<file path="config.mk">
export PLATFORM = sky130hd
export DESIGN_NAME = if_id_stage_flat
export DESIGN_NICKNAME = d
export VERILOG_FILES = /design/src/rtl/if_id_stage_pkg.sv /design/src/rtl/if_id_stage_if.sv /design/src/rtl/if_id_stage_load_use_detect.sv /design/src/rtl/if_id_stage.sv /design/src/flat_wrapper.sv
export SDC_FILE = /design/constraint.sdc
export NUM_CORES = 1
export LEC_CHECK = 0
export BUFFER_PORTS_ARGS = -buffer_cell sky130_fd_sc_hd__buf_4
export CAP_MARGIN = 20
export CORE_MARGIN = 2
export CORE_UTILIZATION = 30
export CTS_CLUSTER_SIZE = 8
export DETAILED_ROUTE_END_ITERATION = 8
export SLEW_MARGIN = 30
export SYNTH_ARGS = -nofsm -noshare
export SYNTH_HDL_FRONTEND = slang
export SYNTH_SLANG_ARGS = --single-unit
</file>
<file path="constraint.sdc">
create_clock -name clk_i -period 10.5 [get_ports clk_i]
set_input_delay 0.525 -clock clk_i [delete_from_list [all_inputs] [get_ports clk_i]]
set_output_delay 0.525 -clock clk_i [all_outputs]
set_load 0.02 [all_outputs]
</file>
<file path="src/rtl/if_id_stage_pkg.sv">
// Shared definitions for the fetch stage and IF/ID register: NOP encoding,
// register-zero index, MIPS-style operand field positions and the
// per-cycle action encodings.
package if_id_stage_pkg;

  localparam logic [31:0] NOP      = 32'h0000_0000;
  localparam logic [4:0]  REG_ZERO = 5'd0;

  localparam int RS_HI = 25;
  localparam int RS_LO = 21;
  localparam int RT_HI = 20;
  localparam int RT_LO = 16;

  typedef enum logic [1:0] {
    ACT_FETCH       = 2'd0,
    ACT_STALL       = 2'd1,
    ACT_REDIRECT_BR = 2'd2,
    ACT_REDIRECT_J  = 2'd3
  } action_e;

endpackage

</file>
<file path="src/rtl/if_id_stage_if.sv">
// Bundle of the fetch-stage signals: instruction-memory port, redirect
// inputs, ID/EX hazard inputs, IF/ID outputs and debug counters.
// master = the fetch stage, slave = the surrounding pipeline/memory.
interface if_id_stage_if
  import if_id_stage_pkg::*;
#(
  parameter int CNT_W = 16
);
  logic [31:0]      pc_o;
  logic [31:0]      instr_i;
  logic             branch_taken_i;
  logic [31:0]      branch_target_i;
  logic             jump_i;
  logic [31:0]      jump_target_i;
  logic             idex_memread_i;
  logic [4:0]       idex_rt_i;
  logic [31:0]      instr_o;
  logic [31:0]      pc_plus4_o;
  logic             valid_o;
  logic             stall_o;
  logic [CNT_W-1:0] stall_cnt_o;
  logic [CNT_W-1:0] flush_cnt_o;
  action_e          last_act;

  modport master (
    output pc_o, instr_o, pc_plus4_o, valid_o, stall_o,
           stall_cnt_o, flush_cnt_o, last_act,
    input  instr_i, branch_taken_i, branch_target_i, jump_i,
           jump_target_i, idex_memread_i, idex_rt_i
  );

  modport slave (
    input  pc_o, instr_o, pc_plus4_o, valid_o, stall_o,
           stall_cnt_o, flush_cnt_o, last_act,
    output instr_i, branch_taken_i, branch_target_i, jump_i,
           jump_target_i, idex_memread_i, idex_rt_i
  );
endinterface

</file>
<file path="src/rtl/if_id_stage_load_use_detect.sv">
// Load-use hazard term: the instruction sitting in IF/ID reads a register
// that the load currently in ID/EX has not yet written.
module if_id_stage_load_use_detect
  import if_id_stage_pkg::*;
(
  input  logic       valid,
  input  logic       idex_memread,
  input  logic [4:0] idex_rt,
  input  logic [4:0] ifid_rs,
  input  logic [4:0] ifid_rt,
  output logic       hazard
);

  // Register zero never carries a dependency, so a load to $0 never stalls.
  assign hazard = valid & idex_memread & (idex_rt != REG_ZERO) &
                  ((idex_rt == ifid_rs) | (idex_rt == ifid_rt));

endmodule

</file>
<file path="src/rtl/if_id_stage.sv">
// Fetch stage plus IF/ID register. Owns the PC, latches the instruction
// memory output, stalls on load-use and flushes on branch/jump redirects.
module if_id_stage
  import if_id_stage_pkg::*;
#(
  parameter logic [31:0] PC_RESET = 32'h0000_0000,
  parameter int          CNT_W    = 16
)(
  input  logic          clk_i,
  input  logic          rst_i,
  if_id_stage_if.master bus
);

  logic [31:0]      pc_p0;
  logic [31:0]      pc_inc_p0;
  logic [31:0]      instr_p1;
  logic [31:0]      pc_plus4_p1;
  logic             vld_p1;
  logic [CNT_W-1:0] stall_cnt;
  logic [CNT_W-1:0] flush_cnt;
  logic             hazard;
  action_e          act_q;
  action_e          act_nxt;

  // Counters stick at all-ones instead of wrapping.
  function automatic logic [CNT_W-1:0] sat_inc(input logic [CNT_W-1:0] v);
    return (&v) ? v : v + {{(CNT_W-1){1'b0}}, 1'b1};
  endfunction

  if_id_stage_load_use_detect u_hazard (
    .valid        (vld_p1),
    .idex_memread (bus.idex_memread_i),
    .idex_rt      (bus.idex_rt_i),
    .ifid_rs      (instr_p1[RS_HI:RS_LO]),
    .ifid_rt      (instr_p1[RT_HI:RT_LO]),
    .hazard       (hazard)
  );

  // PC+4 wraps modulo 2^32 with no special handling.
  assign pc_inc_p0 = pc_p0 + 32'd4;

  // Choose this cycle's action; a taken branch outranks a stall, and a
  // jump is only honoured once the stall has cleared.
  always_comb begin
    act_nxt = ACT_FETCH;
    if (bus.branch_taken_i) begin
      act_nxt = ACT_REDIRECT_BR;
    end else if (hazard) begin
      act_nxt = ACT_STALL;
    end else if (bus.jump_i && vld_p1) begin
      act_nxt = ACT_REDIRECT_J;
    end
  end

  // IF -> ID boundary: PC, IF/ID register, counters and action record.
  always_ff @(posedge clk_i or posedge rst_i) begin
    if (rst_i) begin
      pc_p0       <= PC_RESET;
      instr_p1    <= NOP;
      pc_plus4_p1 <= 32'd0;
      vld_p1      <= 1'b0;
      stall_cnt   <= '0;
      flush_cnt   <= '0;
      act_q       <= ACT_FETCH;
    end else begin
      act_q <= act_nxt;
      case (act_nxt)
        ACT_REDIRECT_BR: begin
          pc_p0       <= bus.branch_target_i;
          instr_p1    <= NOP;
          pc_plus4_p1 <= 32'd0;
          vld_p1      <= 1'b0;
          flush_cnt   <= sat_inc(flush_cnt);
        end
        ACT_STALL: begin
          stall_cnt <= sat_inc(stall_cnt);
        end
        ACT_REDIRECT_J: begin
          pc_p0       <= bus.jump_target_i;
          instr_p1    <= NOP;
          pc_plus4_p1 <= 32'd0;
          vld_p1      <= 1'b0;
          flush_cnt   <= sat_inc(flush_cnt);
        end
        default: begin
          pc_p0       <= pc_inc_p0;
          instr_p1    <= bus.instr_i;
          pc_plus4_p1 <= pc_inc_p0;
          vld_p1      <= 1'b1;
        end
      endcase
    end
  end

  assign bus.pc_o        = pc_p0;
  assign bus.instr_o     = instr_p1;
  assign bus.pc_plus4_o  = pc_plus4_p1;
  assign bus.valid_o     = vld_p1;
  assign bus.stall_o     = hazard & ~bus.branch_taken_i;
  assign bus.stall_cnt_o = stall_cnt;
  assign bus.flush_cnt_o = flush_cnt;
  assign bus.last_act    = act_q;

endmodule

</file>
<file path="src/flat_wrapper.sv">
// flat-port wrapper written by rule: the top's interface ports become plain ports
module if_id_stage_flat import if_id_stage_pkg::*;
#(
  parameter logic [31:0] PC_RESET = 32'h0000_0000,
  parameter int          CNT_W    = 16
)
  (clk_i, rst_i, bus_pc_o, bus_instr_o, bus_pc_plus4_o, bus_valid_o, bus_stall_o, bus_stall_cnt_o, bus_flush_cnt_o, bus_last_act, bus_instr_i, bus_branch_taken_i, bus_branch_target_i, bus_jump_i, bus_jump_target_i, bus_idex_memread_i, bus_idex_rt_i);
  if_id_stage_if #(.CNT_W(CNT_W)) bus_i ();
  input  logic clk_i;
  input  logic rst_i;
  output wire logic [$bits(bus_i.pc_o)-1:0] bus_pc_o;
  output wire logic [$bits(bus_i.instr_o)-1:0] bus_instr_o;
  output wire logic [$bits(bus_i.pc_plus4_o)-1:0] bus_pc_plus4_o;
  output wire logic [$bits(bus_i.valid_o)-1:0] bus_valid_o;
  output wire logic [$bits(bus_i.stall_o)-1:0] bus_stall_o;
  output wire logic [$bits(bus_i.stall_cnt_o)-1:0] bus_stall_cnt_o;
  output wire logic [$bits(bus_i.flush_cnt_o)-1:0] bus_flush_cnt_o;
  output wire logic [$bits(bus_i.last_act)-1:0] bus_last_act;
  input wire logic [$bits(bus_i.instr_i)-1:0] bus_instr_i;
  input wire logic [$bits(bus_i.branch_taken_i)-1:0] bus_branch_taken_i;
  input wire logic [$bits(bus_i.branch_target_i)-1:0] bus_branch_target_i;
  input wire logic [$bits(bus_i.jump_i)-1:0] bus_jump_i;
  input wire logic [$bits(bus_i.jump_target_i)-1:0] bus_jump_target_i;
  input wire logic [$bits(bus_i.idex_memread_i)-1:0] bus_idex_memread_i;
  input wire logic [$bits(bus_i.idex_rt_i)-1:0] bus_idex_rt_i;
  assign bus_pc_o = bus_i.pc_o;
  assign bus_instr_o = bus_i.instr_o;
  assign bus_pc_plus4_o = bus_i.pc_plus4_o;
  assign bus_valid_o = bus_i.valid_o;
  assign bus_stall_o = bus_i.stall_o;
  assign bus_stall_cnt_o = bus_i.stall_cnt_o;
  assign bus_flush_cnt_o = bus_i.flush_cnt_o;
  assign bus_last_act = bus_i.last_act;
  assign bus_i.instr_i = bus_instr_i;
  assign bus_i.branch_taken_i = bus_branch_taken_i;
  assign bus_i.branch_target_i = bus_branch_target_i;
  assign bus_i.jump_i = bus_jump_i;
  assign bus_i.jump_target_i = bus_jump_target_i;
  assign bus_i.idex_memread_i = bus_idex_memread_i;
  assign bus_i.idex_rt_i = bus_idex_rt_i;
  if_id_stage #(.PC_RESET(PC_RESET), .CNT_W(CNT_W)) u_core (.clk_i(clk_i), .rst_i(rst_i), .bus(bus_i));
endmodule
</file>
# Word level (Yosys, flattened, before mapping)

Index checks and enable logic that the tools add are counted.

Input port bits: 106
Output and inout bits: 132
Bits in registers: 131
Word-level logic and storage cells: 37

Reductions and logical operators: 7
Bitwise gates (word level): 8
Add/subtract/negate cells: 3
Multiplexer cells: 7
Equal/unequal tests: 5

Operator list:

| kind                    | count |
|---|---|
| $pmux W32 S2            | 2 |
| $pmux W32 S3            | 1 |
| $add A16 B1 Y16 const B | 2 |
| $add A32 B3 Y32 const B | 1 |
| $reduce_and A16 Y1      | 2 |
| $eq A5 B5 Y1            | 2 |
| $mux W2                 | 3 |
| $reduce_bool A5 Y1      | 1 |
| $and A1 B1 Y1           | 4 |
| $eq A2 B2 Y1 const B    | 2 |
| $reduce_and A2 Y1       | 2 |
| $not A1 Y1              | 3 |
| $eq A2 B1 Y1 const B    | 1 |
| $pmux W1 S2             | 1 |
| $reduce_or A2 Y1        | 1 |
| $logic_and A1 B1 Y1     | 1 |
| $or A1 B1 Y1            | 1 |

# Longest topological paths before layout

Gate-level depths: netlist of run 1.

Depth in word-level cells: 8
Depth in mapped cells: 8
Mapped depth without buffers: 7

# By module

From an unflattened synthesis of run 1, not the netlist that was laid out.

Cell total of the unflattened synthesis: 613
Area total of the unflattened synthesis: 6381.1 µm²

Modules (own cells, without submodules):

| module                      | times used | area each (µm²) | seq. area each (µm²) | cells each |
|---|---|---|---|---|
| if_id_stage                 | 1          | 6248.5          | 3278.1               | 596 |
| if_id_stage_load_use_detect | 1          | 132.6           | 0.0                  | 17 |

# Worst setup path after synthesis of run 1

Ideal clock, no wire load.

Path kind: input-to-output
Start: input port bus_idex_rt_i[1]
End: output port bus_stall_o
Cell stages on the path: 6
Buffers on the path: 2
Data arrival time: 1827 ps
Path slack: 8148 ps
Required time: 9975 ps
Cell sequence: or4_1 -> o211a_1 -> buf_6 -> nand3_4 -> inv_2 -> buf_2

Longest elaborated chain between the ends: 4
Elaborated cells between the ends (all ways): 7
Classes of those cells: 2 x eq/ne; 4 x bitwise; 1 x reduce/logical

Ends and longest elaborated chain:

| what                                               | RTL line                                                             | RTL |
|---|---|---|
| from (decl)                                        | flat_wrapper.sv:25                                                   | `input wire logic [$bits(bus_i.idex_rt_i)-1:0] bus_idex_rt_i;` |
| $eq A5 B5 Y1 or $reduce_bool A5 Y1 (tied branches) | if_id_stage_load_use_detect.sv:16, if_id_stage_load_use_detect.sv:15 |  |
| $or A1 B1 Y1 or $and A1 B1 Y1 (tied branches)      | if_id_stage_load_use_detect.sv:16, if_id_stage_load_use_detect.sv:15 |  |
| $and A1 B1 Y1 *                                    | if_id_stage_load_use_detect.sv:15                                    | `assign hazard = valid & idex_memread & (idex_rt != REG_ZERO) &` |
| $and A1 B1 Y1 *                                    | if_id_stage.sv:99                                                    | `assign bus.stall_o = hazard & ~bus.branch_taken_i;` |
| to (decl)                                          | flat_wrapper.sv:15                                                   | `output wire logic [$bits(bus_i.stall_o)-1:0] bus_stall_o;` |

Every way passes the cells marked *; elsewhere a longest branch is shown, timed or not.

# Worst setup path in the final report of run 1

Start: register u_core.instr_p1[25] (netlist: u_core.bus.instr_o[25])
End: output port bus_stall_o

Longest elaborated chain between the ends: 4

Ends and longest elaborated chain:

| what                   | RTL line                          | RTL |
|---|---|---|
| from (decl)            | if_id_stage.sv:16                 | `logic [31:0] instr_p1;` |
| from (signal assigned) | if_id_stage.sv:87                 | `instr_p1 <= bus.instr_i;` |
| $eq A5 B5 Y1           | if_id_stage_load_use_detect.sv:16 | `((idex_rt == ifid_rs) \| (idex_rt == ifid_rt));` |
| $or A1 B1 Y1           | if_id_stage_load_use_detect.sv:16 |  |
| $and A1 B1 Y1          | if_id_stage_load_use_detect.sv:15 |  |
| $and A1 B1 Y1          | if_id_stage.sv:99                 |  |

Every way passes these cells.

==> results.md, run 1 <==
- Outcome: complete, no violations
- Tmin final: 3.794 ns
- Power Dens Cells: 170.1 mW/mm²
- Seq pwr share: 39.2%
- Worst R2R End: u_core.bus.stall_cnt_o[12]
- Cell variety after synth: 63
- Crit path DAT: 3.27 ns
- Initial antenna violation count: 0
- Initial Util: 30.73%
- # nets final: 980
- Critical-path maximum fanout: 41
- CTS tree: yes
- Core Region: 0.02115 mm²
- Placed insts: 1126
- CP Launch Type: register
- Setup violators final: 0
- Sink Count: 131
- Slew Viols, Final: 0
- Largest area contributor in the netlist: dfrtp_1
- Setup crit end kind: output pin
- Simple-gate share of the synthesized area: 17.40%
- Final worst-path cycle share: 36.14%
- Clock buffer depth: 2
- Fin. Hold Viols: 0
- Non-Filler Instances: 1159
- Gate power share: 20.7%
- Setup CP Type: reg2out
- Synth Instances: 643
- # IOs: 238
- GRT overflow: 0
- Max Cap Violations: 0
- Syn avg cell area: 10.11 µm²
- Global-route wire length before repair: 33.08 mm
- Largest net degree at the start of global routing: 75
- Largest family of logic cells by synthesized area: compound AO/OA/AOI/OAI gates
- Sequential fraction of the synthesis area: 50.42%
- Share of cells above drive strength 1: 34.28%
- Hold_buf cts: 0
- Via density per instance: 5.115
- Die height: 151.2 µm
- Ant. Diodes: 0
- Setup tns final: 0 ns
- Syn Nets: 752
- Final WL: 21.95 mm
- Register-to-Register Path Depth: 9
- Drt drc: 0
- Fraction of registers with async set or reset after synthesis: 100.0%
- Clock power frac: 40.1%
- Synthesized flop and latch total: 131
- Worst slew margin: 38.42%
- Area contributors post-synth: dfrtp_1 (50%), xnor2_1 (5.8%), a22o_1 (5.5%)
- Sw power: 0.4661 mW
- Post-synth top area share: 50.42%
- Netlist area before placement: 0.006501 mm²
- Worst-path clk slew: 0.06 ns
- # resized after CTS: 0
- Overall routing resource usage: 19.22%
- Clock Root Buffer: clkbuf_16
- EDFF count, synth: 0
- Yosys warns: 0
- Post-DP HPWL: 15.51 mm
- Post-synthesis xor/xnor area fraction: 8.891%
- Router iterations before antenna repair: 5
- Rows: 53
- Drt wl/cell: 18.94 µm
- R2R Setup Slk: 7.29 ns
- Power, Total: 1.558 mW
- CTS H-tree depth: 4
- Layout overhead on the synthesized area: 40.92%
- RSZ-0062 raised after global routing: false
- Top-count cell post-synth: dfrtp_1
- Clock insertion delay at the later pin of the skew report: 0.42 ns
- RD Place Congestion: 0.8377
- Peak supply drop: 0.00009840 V
- Multiplexer share of the synthesized area: 1.001%
- Number of global-route vias before repair: 5768
- Port Buf Inserts: 237
- Complex-gate fraction of the synthesized area: 18.44%
- Hold WC Path Type: in2async
- Main synth FF type: dfrtp_1
- Num CTS Buffers: 17
- Sw Share: 29.91%
- Req. time, crit path: 9.98 ns
- Clock skew: 0.01294 ns
- Total die area: 0.02286 mm²
- Max Clk Rate: 0.2636 GHz
- Worst R2R Start: u_core.bus.instr_o[25]
- Die X: 151.2 µm
- Synth Area in Adders: 0.5774%
- Internal: 1.092 mW
- Antenna Nets Post-Route: 0
- Worst Max-Slew Pin Slew: 0.9203 ns
- DRT iter0 DRCs: 261
- LEAKAGE: 4.232 nW
- Vias after detailed routing: 5928
- Top post-synthesis cells by count: dfrtp_1 (131), nand2_1 (88), xnor2_1 (43)
- Post-CTS Setup Inserts: 0
[cell type report]
cell class | count | area (µm²)
inverters | 10 | 42.54
repair buffers | 246 | 1854
clock inverters | 12 | 153.9
multi-input cells | 465 | 3022
flip-flops and latches | 131 | 3278
clock buffers | 20 | 466.7
fillers | 2079 | 11990
well taps | 275 | 344.1
[metrics by stage]
step | cell area [µm²] | util [%] | worst slack (ns) | hold slack (ns)
finish | 9161 | 43.31 | 6.706 | 0.1701
global route | 9161 | 43.31 | 6.508 | 0.1995
CTS | 9150 | 43.25 | 6.677 | 0.1845
detailed placement | 8529 | 40.32 | 6.910 | 0.4720
global placement | 8526 | 40.30 | 6.909 | 0.4651
floorplan | 6501 | - | 6.477 | 0.5793
[how the worst max path moves through the flow]
stage                           start                   endpoint  slack (ns)  cells after the start
4_1_cts        u_core.bus.instr_o[25]                bus_stall_o        6.68                      8
3_3_place_gp         bus_idex_rt_i[4]                bus_stall_o        6.91                      9
2_1_floorplan                   rst_i  u_core.bus.flush_cnt_o[0]        6.48                      1
5_1_grt        u_core.bus.instr_o[23]                bus_stall_o        6.51                      8
6_report       u_core.bus.instr_o[25]                bus_stall_o        6.71                      8
3_5_place_dp         bus_idex_rt_i[4]                bus_stall_o        6.91                      9
[cell usage in the layout (no fill, tap or decap), drive strengths merged, types with 6 or more instances in the layout]
master,count
a21oi,28
a22o,41
and3,12
and4,7
buf,246
clkbuf,20
dfrtp,131
inv,11
nand2,89
nand3,31
nand4,20
nor2,37
nor3,8
nor4,6
o211ai,8
o21ai,29
o221ai,9
o31ai,10
xnor2,43
xor2,23
[registers in the layout, indices dropped and copies added (netlist names)]
register	cells
u_core.bus.flush_cnt_o	16
u_core.bus.instr_o	32
u_core.bus.last_act	2
u_core.bus.pc_o	32
u_core.bus.pc_plus4_o	32
u_core.bus.stall_cnt_o	16
u_core.bus.valid_o	1
[logic make-up after synthesis]
family                     after synthesis
adders and majority gates                3
DFF                                    131
and+or+nand+nor                        228
buffers and inverters                   47
AOI/OAI and AO/OA                      162
xor gates and xnor gates                66
muxes                                    6
[power by group through the flow]
stage | Sequential [mW] | Clock (mW) | Combinational, mW
after global placement | 0.618 | 0 | 0.322
after floorplan | 0.664 | 0 | 0.121
after detailed placement | 0.619 | 0 | 0.326
final | 0.611 | 0.625 | 0.322
after CTS | 0.610 | 0.640 | 0.327
after global routing | 0.619 | 0.665 | 0.350
[worst max-delay path: stages, from the launching register on]
cell	delay [ns]
dfrtp_1	0.41
xnor2_1	0.17
nand3_1	0.13
o22ai_2	0.20
buf_4	0.34
nand3_4	0.27
inv_2	0.52
buf_4	0.53
buf_4	0.24
[metal layers]
layer	global-route usage, %	vias to the layer above	share of wire [%]
met3	4.187	32	6.7
li1	-	2801	-
met4	6.869	0	2.1
met2	30.27	215	47
met1	26.04	2880	44
met5	0	-	0
No activity file was read; power rests on OpenSTA's default activity.
==> inputs of run 2 (changes only) <==
Clock period 10.5 ns to 3.3 ns, I/O delays scaled along.
==> run 2 against run 1 <==
Compared with the run above: sequential power rose to 3.2 times the previous value; clock-buffer cell count up 3; power rose to 3.1 times the previous value; final cell count up 5.5%; routed wire length up 3.4%; largest cell class unchanged.
==> results.md, run 2 (synthesis results as in run 1) <==
- Outcome: complete, no violations
- Drt wl/cell: 18.56 µm
- Power, Total: 4.785 mW
- GR Layer Usage met3: 4.127%
- CP Launch Type: register
- Worst Max-Slew Pin Slew: 0.8121 ns
- Vias after detailed routing: 6200
- Hold_buf cts: 61
- RD Place Congestion: 0.8197
- Setup WS pre-CTS: 0.6882 ns
- Kind of cell adding the most delay to the critical path: buffers and inverters
- Clock buffer depth: 2
- CTS tree: yes
- Final WL: 22.70 mm
- GR Util met1: 26.61%
- # resized after CTS: 0
- GRT busiest layer: met2
- Slew Viols, Final: 0
- Drt drc: 0
- Via density per instance: 5.070
- Number of global-route vias before repair: 6058
- Commonest non-fill, non-tap cell in the layout: buf_4
- Final Util: 46.13%
- Max Cap Violations: 0
- Core Region: 0.02115 mm²
- RSZ-0062 raised after global routing: false
- Post-DP HPWL: 15.83 mm
- Rows: 53
- LEAKAGE: 4.487 nW
- Initial Util: 30.73%
- Router iterations before antenna repair: 5
- Power Dens Cells: 490.3 mW/mm²
- Largest net degree at the start of global routing: 58
- Most frequent cells in the layout: buf_4 (249), dfrtp_1 (131), nand2_1 (88)
- DRT iter0 DRCs: 344
- Port Buf Inserts: 237
- Setup violators final: 0
- Share of cells above drive strength 1: 31.86%
- CP max stage delay: 0.66 ns
- Final worst-path cycle share: 84.30%
- Overall routing resource usage: 19.71%
- # nets final: 1047
- Setup tns final: 0 ns
- Peak supply drop: 0.0002747 V
- Die X: 151.2 µm
- Antenna Nets Post-Route: 0
- Worst slew margin: 45.41%
- GR Layer Usage met2: 31.24%
- Num CTS Buffers: 17
- Setup CP Type: reg2out
- Slowest cell on the critical path: inv_2
- Total die area: 0.02286 mm²
- # IOs: 238
- Layout overhead on the synthesized area: 50.10%
- Critical-path maximum fanout: 40
- Global-route wire length before repair: 34.14 mm
- Max Clk Rate: 0.3595 GHz
- Post-CTS Setup Inserts: 0
- Initial antenna violation count: 0
- Setup crit end kind: output pin
- Worst-path cell chain: xnor2_1, nand3_1, o22ai_2, nand3_4, inv_2, buf_4
- Crit path buf inv count: 2
- Post-route worst setup slack: 0.5180 ns
- GRT overflow: 0
- Clock Root Buffer: clkbuf_16
- Tmin final: 2.782 ns
- Sink Count: 131
- Fin. Hold Viols: 0
- Crit path DAT: 2.62 ns
- Worst-path clk slew: 0.06 ns
- Clock insertion delay at the later pin of the skew report: 0.42 ns
- CTS H-tree depth: 4
- Hold WC Path Type: in2reg
- Die height: 151.2 µm
- Req. time, crit path: 3.13 ns
- Clock skew: 0.01044 ns
- Ant. Diodes: 0
run 2: changes by cell type in the layout (fill, tap and decap cells not counted):
cell,before,now
clkinv_4,2,0
clkbuf_8,3,2
inv_6,2,0
clkinvlp_4,3,2
buf_12,0,2
buf_16,0,1
clkbuf_1,0,4
buf_4,244,249
bufinv_16,3,1
dlygate4sd3_1,0,61
buf_6,2,0
clkinv_2,3,4
run 2: metrics by stage:
| stage | hold slack [ns] | instances | area (µm²) |
|---|---|---|---|
| after floorplan | 0.2844 | 643 | 6505 |
| after global placement | 0.3787 | 1132 | 8594 |
| after detailed placement | 0.2451 | 1133 | 8622 |
| after CTS | 0.001286 | 1223 | 9758 |
| after global routing | 0.005330 | 1223 | 9758 |
| final | 0.01627 | 1223 | 9758 |
run 2: cell type report:
| cell class | count | area, µm² |
|---|---|---|
| Fill cell | 2039 | 11400 |
| Sequential cell | 131 | 3278 |
| Multi-Input combinational cell | 465 | 3022 |
| Timing Repair Buffer | 313 | 2547 |
| Clock buffer | 23 | 467.9 |
| Tap cell | 275 | 344.1 |
| Clock inverter | 6 | 57.56 |
| Inverter | 10 | 41.29 |
run 2: final timing paths:
path                                     startpoint                        end  slack (ns)  cells after the start
max                          u_core.bus.instr_o[21]                bus_stall_o        0.52                      6
min                          bus_branch_target_i[5]         u_core.bus.pc_o[5]        0.02                      3
max reg2reg                  u_core.bus.instr_o[21]        u_core.bus.pc_o[18]        0.56                      9
min reg2reg                u_core.bus.pc_plus4_o[2]   u_core.bus.pc_plus4_o[2]        0.48                      2
max in group asynchronous                     rst_i      u_core.bus.instr_o[0]        2.10                      5
min in group asynchronous                     rst_i  u_core.bus.flush_cnt_o[6]        0.37                      3
run 2: worst register-to-register path: stages (launching register included):
cell and delay [ns]:
dfrtp_1 0.40, xnor2_1 0.17, nand3_1 0.13, o22ai_2 0.28, buf_4 0.35, a21oi_4 0.08
buf_4 0.30, a22oi_1 0.23, nand3_1 0.10, dlygate4sd3_1 0.57
run 2: power breakdown:
part / switching, mW / total [mW] / internal (mW) / leakage [nW]
clock network: 0.677 / 1.73 / 1.06 / 0.259
registers: 0.184 / 1.95 / 1.76 / 1.69
logic: 0.582 / 1.11 / 0.523 / 2.53
run 2: per-layer routing:
layer	vias up	part of all wire [%]	wire, µm
met5	-	0	0
met4	0	2.1	468
met3	32	6.2	1404
met2	227	47	10680
met1	3012	45	10150
li1	2929	-	-
